**config.mk**
```make
export PLATFORM = sky130hd
export DESIGN_NAME = subckt_eval_sched
export DESIGN_NICKNAME = d
export VERILOG_FILES = /design/src/rtl/subckt_eval_sched.sv
export SDC_FILE = /design/constraint.sdc
export NUM_CORES = 1
export LEC_CHECK = 0
export CAP_MARGIN = 20
export CORE_UTILIZATION = 50
export CTS_CLUSTER_SIZE = 14
export DETAILED_ROUTE_END_ITERATION = 8
export DONT_BUFFER_PORTS = 1
export GPL_TIMING_DRIVEN = 0
export PLACE_DENSITY = 0.68
export SLEW_MARGIN = 20
export SYNTH_ARGS = -nofsm -noshare
export SYNTH_HDL_FRONTEND = slang
export SYNTH_SLANG_ARGS = --single-unit
export TNS_END_PERCENT = 50
```
**constraint.sdc**
```tcl
create_clock -name I1470 -period 1.9 [get_ports I1470]
set_clock_uncertainty 0.1 [all_clocks]
set_input_delay 0.095 -clock I1470 [delete_from_list [all_inputs] [get_ports I1470]]
set_output_delay 0.095 -clock I1470 [all_outputs]
set_load 0.02 [all_outputs]
```
**src/rtl/subckt_eval_sched.sv**
```systemverilog
// Round-robin scheduler sharing one subcircuit-under-test among NREQ requesters.
// Optional HOLD timeout: define SUBCKT_SCHED_TIMEOUT_EN.
module subckt_eval_sched #(
  parameter int NREQ = 4,
  parameter int VW   = 5,
  parameter int LAT  = 3
) (
  input  logic                    I1470,
  input  logic                    I1477,
  input  logic [NREQ-1:0]         req_valid,
  input  logic [NREQ*VW-1:0]      req_vec,
  output logic [NREQ-1:0]         req_ready,
  output logic [VW-1:0]           dut_vec,
  input  logic                    dut_resp,
  output logic                    rsp_valid,
  input  logic                    rsp_ready,
  output logic [$clog2(NREQ)-1:0] rsp_id,
  output logic                    rsp_data,
  output logic                    busy,
  output logic                    err_timeout
);
  localparam int IW = $clog2(NREQ);

  typedef enum logic [1:0] {IDLE, WAIT, HOLD} state_t;

  state_t        state, nstate;
  logic [IW-1:0] ptr, win, win_hi, win_lo;
  logic          found_hi, found_lo;
  logic [VW-1:0] win_vec;
  logic [3:0]    cnt;
  logic          accept, sample, done, tmo;
`ifdef SUBCKT_SCHED_TIMEOUT_EN
  logic [3:0]    tcnt;
`endif

  // Two-pass search: first valid at/after ptr, otherwise first valid from 0.
  always_comb begin
    win_hi   = '0;
    win_lo   = '0;
    found_hi = 1'b0;
    found_lo = 1'b0;
    for (int unsigned k = 0; k < NREQ; k++) begin
      if (req_valid[k] && !found_lo) begin
        win_lo   = IW'(k);
        found_lo = 1'b1;
      end
      if (req_valid[k] && !found_hi && (k >= 32'(ptr))) begin
        win_hi   = IW'(k);
        found_hi = 1'b1;
      end
    end
    win = found_hi ? win_hi : win_lo;
  end

  always_comb begin
    win_vec   = '0;
    req_ready = '0;
    for (int unsigned k = 0; k < NREQ; k++) begin
      if (win == IW'(k)) win_vec = req_vec[k*VW +: VW];
      req_ready[k] = I1477 && (state == IDLE) && found_lo && (win == IW'(k));
    end
  end

  always_ff @(posedge I1470 or negedge I1477) begin
    if (!I1477) state <= IDLE;
    else        state <= nstate;
  end

  always_comb begin
    nstate = state;
    accept = 1'b0;
    sample = 1'b0;
    done   = 1'b0;
    tmo    = 1'b0;
    case (state)
      IDLE: if (found_lo) begin
        accept = 1'b1;
        nstate = WAIT;
      end
      WAIT: if (cnt == 4'd1) begin
        sample = 1'b1;
        nstate = HOLD;
      end
      HOLD: begin
        if (rsp_ready) begin
          done   = 1'b1;
          nstate = IDLE;
        end
`ifdef SUBCKT_SCHED_TIMEOUT_EN
        else if (tcnt == 4'hF) begin
          tmo    = 1'b1;
          nstate = IDLE;
        end
`endif
      end
      default: nstate = IDLE;
    endcase
  end

  always_ff @(posedge I1470 or negedge I1477) begin
    if (!I1477) begin
      ptr       <= '0;
      dut_vec   <= '0;
      rsp_id    <= '0;
      rsp_data  <= 1'b0;
      rsp_valid <= 1'b0;
      cnt       <= '0;
    end else begin
      if (accept) begin
        dut_vec <= win_vec;
        rsp_id  <= win;
        cnt     <= 4'(LAT);
      end else if (state == WAIT) begin
        cnt <= cnt - 4'd1;
      end
      if (sample) begin
        rsp_data  <= dut_resp;
        rsp_valid <= 1'b1;
      end
      if (done || tmo) begin
        rsp_valid <= 1'b0;
        ptr       <= (rsp_id == IW'(NREQ-1)) ? '0 : rsp_id + 1'b1;
      end
    end
  end

`ifdef SUBCKT_SCHED_TIMEOUT_EN
  always_ff @(posedge I1470 or negedge I1477) begin
    if (!I1477) begin
      tcnt        <= '0;
      err_timeout <= 1'b0;
    end else begin
      tcnt        <= (state == HOLD && !rsp_ready) ? tcnt + 4'd1 : '0;
      err_timeout <= tmo;
    end
  end
`else
  assign err_timeout = 1'b0;
`endif

  assign busy = (state != IDLE);

endmodule

```
==> impl_metrics.py <==
metrics = {
    "clocking": {
        "cts.clk_slew.worst_paths_ns": 0.10,
        "clockRootBuffer": "clkbuf_4",
        "cts_buffers": 3,
        "cts_buffer_depth": 2,
        "cts-htree-levels": 1,
        "cts_tree": "built",
        "clk_latency_ns": 0.29,
        "cts_sinks": 17,
    },
    "power": {
        "leakage_nw": 0.6626,
        "power_density_mw_per_mm2": 1350,
        "peakVddDrop_mv": 0.9295,
        "power_mw": 2.059,
    },
    "worst_setup_path": {
        "endpoint_kind": "output port",
        "r2r_cells": 8,
        "worst_ep_required_time_ns": 1.70,
        "arrival_ns": 1.75,
        "path_max_fanout": 8,
        "cp-start-kind": "flip-flop",
        "path_class": "reg -> out",
    },
    "floorplan": {
        "initial_utilization_pct": 55.76,
        "core_area_mm2": 0.002042,
        "fp.dieH_um": 49.72,
        "die-width_um": 49.72,
        "pin_count": 43,
        "row_count": 16,
        "die_area_mm2": 0.002472,
    },
    "final_layout": {
        "area_delta_synth_final_pct": 33.96,
        "diodes": 0,
        "layout_commonest_cell": "dlygate4sd3_1",
        "finalInstanceArea_mm2": 0.001525,
        "final_layout_size_suffix_gt1_share_pct": 23.38,
        "nets": 186,
        "most-common-layout-cells": "dlygate4sd3_1, nand2_1, dfrtp_1",
    },
    "synth": {
        "synthArstFlopShare_pct": 100.0,
        "syn_avg_cell_area_um2": 9.109,
        "synth_fp_nets": 156,
        "synth_area_mm2": 0.001139,
        "synth_cell_type_count": 44,
        "yosys_warnings": 0,
        "synthCells": 125,
        "synth-edff-count": 0,
        "synth_seq_cells": 17,
        "ys.flop_type": "dfrtp_1",
        "synth_seq_area_share_pct": 37.36,
    },
    "routing": {
        "drtIter0Drc": 21,
        "wl_um": 3161,
        "drc_errors": 0,
        "drt-pass1-iter-count": 4,
        "routedWlPerCell_um": 17.46,
        "via_count": 1081,
        "avgViaCountPerCell": 5.972,
        "drtAntennaViolNets": 0,
    },
    "sta": {
        "setup_slack_ns": -0.04973,
        "relSlewSlack_pct": 45.94,
        "finalMaxSlewViolations": 0,
        "min_period_ns": 1.950,
        "final.period_utilization_pct": 102.6,
        "finalSetupViolations": 3,
        "worst_pin_slew_ns": 0.8083,
        "finalHoldViolations": 0,
        "fmax_ghz": 0.5129,
        "rsz0062_at_grt": "yes",
        "tns_ns": -0.1140,
    },
    "place": {
        "gp_congestion": 0.7034,
        "hpwl_um": 1960,
        "placed_area_mm2": 0.001172,
        "port_buffers": 0,
    },
    "min_path": {
        "hold_path_class": "in -> reg",
        "hold_depth": 3,
    },
    "grt": {
        "antenna_found_initial": 0,
        "grt-ovfl-total": 0,
        "grt_usage_pct": 26.48,
        "grt_pass1_wl_um": 4885,
        "grt_max_degree": 18,
        "grt_pass1_vias": 1053,
    },
    "run": {
        "drv_cap": 0,
    },
    "run_status": {
        "failed_checks": "negative setup slack",
        "status": "complete, but fails checks",
    },
}
report_power, final:
part | internal, mW | switching [mW]
Clock | 0.0818 | 0.112
Combinational | 0.506 | 0.566
Sequential | 0.536 | 0.257
Total | 1.12 | 0.936
critical path, stage by stage, from the launching register on:
cell and delay [ns]:
dfrtp_1 0.38, buf_6 0.14, mux2i_2 0.15, a221oi_2 0.31, a21boi_4 0.25, and3_4 0.24
metal layers:
layer  vias up  GRT usage, %  wire (um)
li1        510             -          -
met1       505         30.41       1318
met2        60         46.85       1536
met3         6         9.259        266
met4         0         5.714         40
met5         -             0          0
synth_stat cells, types with 3 or more instances:
cell type | number | area share (%)
nand2_1 | 18 | 5.9
dfrtp_1 | 17 | 37
nor2_1 | 14 | 4.6
a21oi_1 | 4 | 1.8
a311oi_1 | 4 | 3.1
a31oi_1 | 4 | 2.2
and3_1 | 4 | 2.2
buf_2 | 4 | 1.8
inv_1 | 4 | 1.3
o2bb2ai_1 | 4 | 3.1
ha_1 | 3 | 3.3
nand3_1 | 3 | 1.3
o21ai_0 | 3 | 1.3
metrics by stage:
stage	hold slack, ns	setup slack (ns)	util (%)	std cells
3_3_place_gp	-0.3002	0.08435	57.41	152
2_1_floorplan	-0.3006	0.2254	-	125
4_1_cts	0.01928	-0.01039	72.61	180
5_1_grt	0.04168	-0.1212	74.69	181
3_5_place_dp	-0.3002	0.06502	57.41	152
6_report	0.03238	-0.04973	74.69	181
registers in the layout, summed over array words and instances (netlist names):
name and flops:
rsp_valid 1, ptr 2, rsp_data 1, state 2, cnt 4, rsp_id 2
dut_vec 5
logic make-up after synthesis:
logic type | Yosys count | synth area share [%]
flops | 17 | 37.36
fa+ha+maj | 3 | 3.297
xor+xnor | 2 | 1.539
mux | 4 | 3.736
simple gates | 54 | 25.16
compound gates | 31 | 20.99
other cells | 1 | 0.3294
buf+inv | 13 | 7.581
final timing paths:
path                                end         from  slack (ns)
max                        req_ready[1]       ptr[1]       -0.05
min                          dut_vec[4]  req_vec[14]        0.03
max reg2reg                  dut_vec[4]       ptr[0]       -0.04
min reg2reg                    state[0]     state[1]        0.44
max in group asynchronous      state[1]        I1477        0.92
min in group asynchronous    dut_vec[3]        I1477        0.22
timing repair:
| action | in CTS | in global routing |
|---|---|---|
| gates resized for setup | 12 | 10 |
| endpoints found under the hold margin | 26 | 0 |
| pin swaps | 1 | 2 |
| buffers inserted | 2 | 1 |
| hold buffers | 22 | 0 |
| cloned | 0 | 0 |
| setup endpoints to repair | 4 | 5 |
cell type report:
class	instances	area (um2)
Fill cell	145	516.7
Timing Repair Buffer	25	242.7
Inverter	4	15.01
Tap cell	27	33.78
Clock buffer	4	26.28
Multi-Input combinational cell	95	695.7
Sequential cell	17	427.9
Buffer	9	83.83
Power figures use the tool's default switching activity.
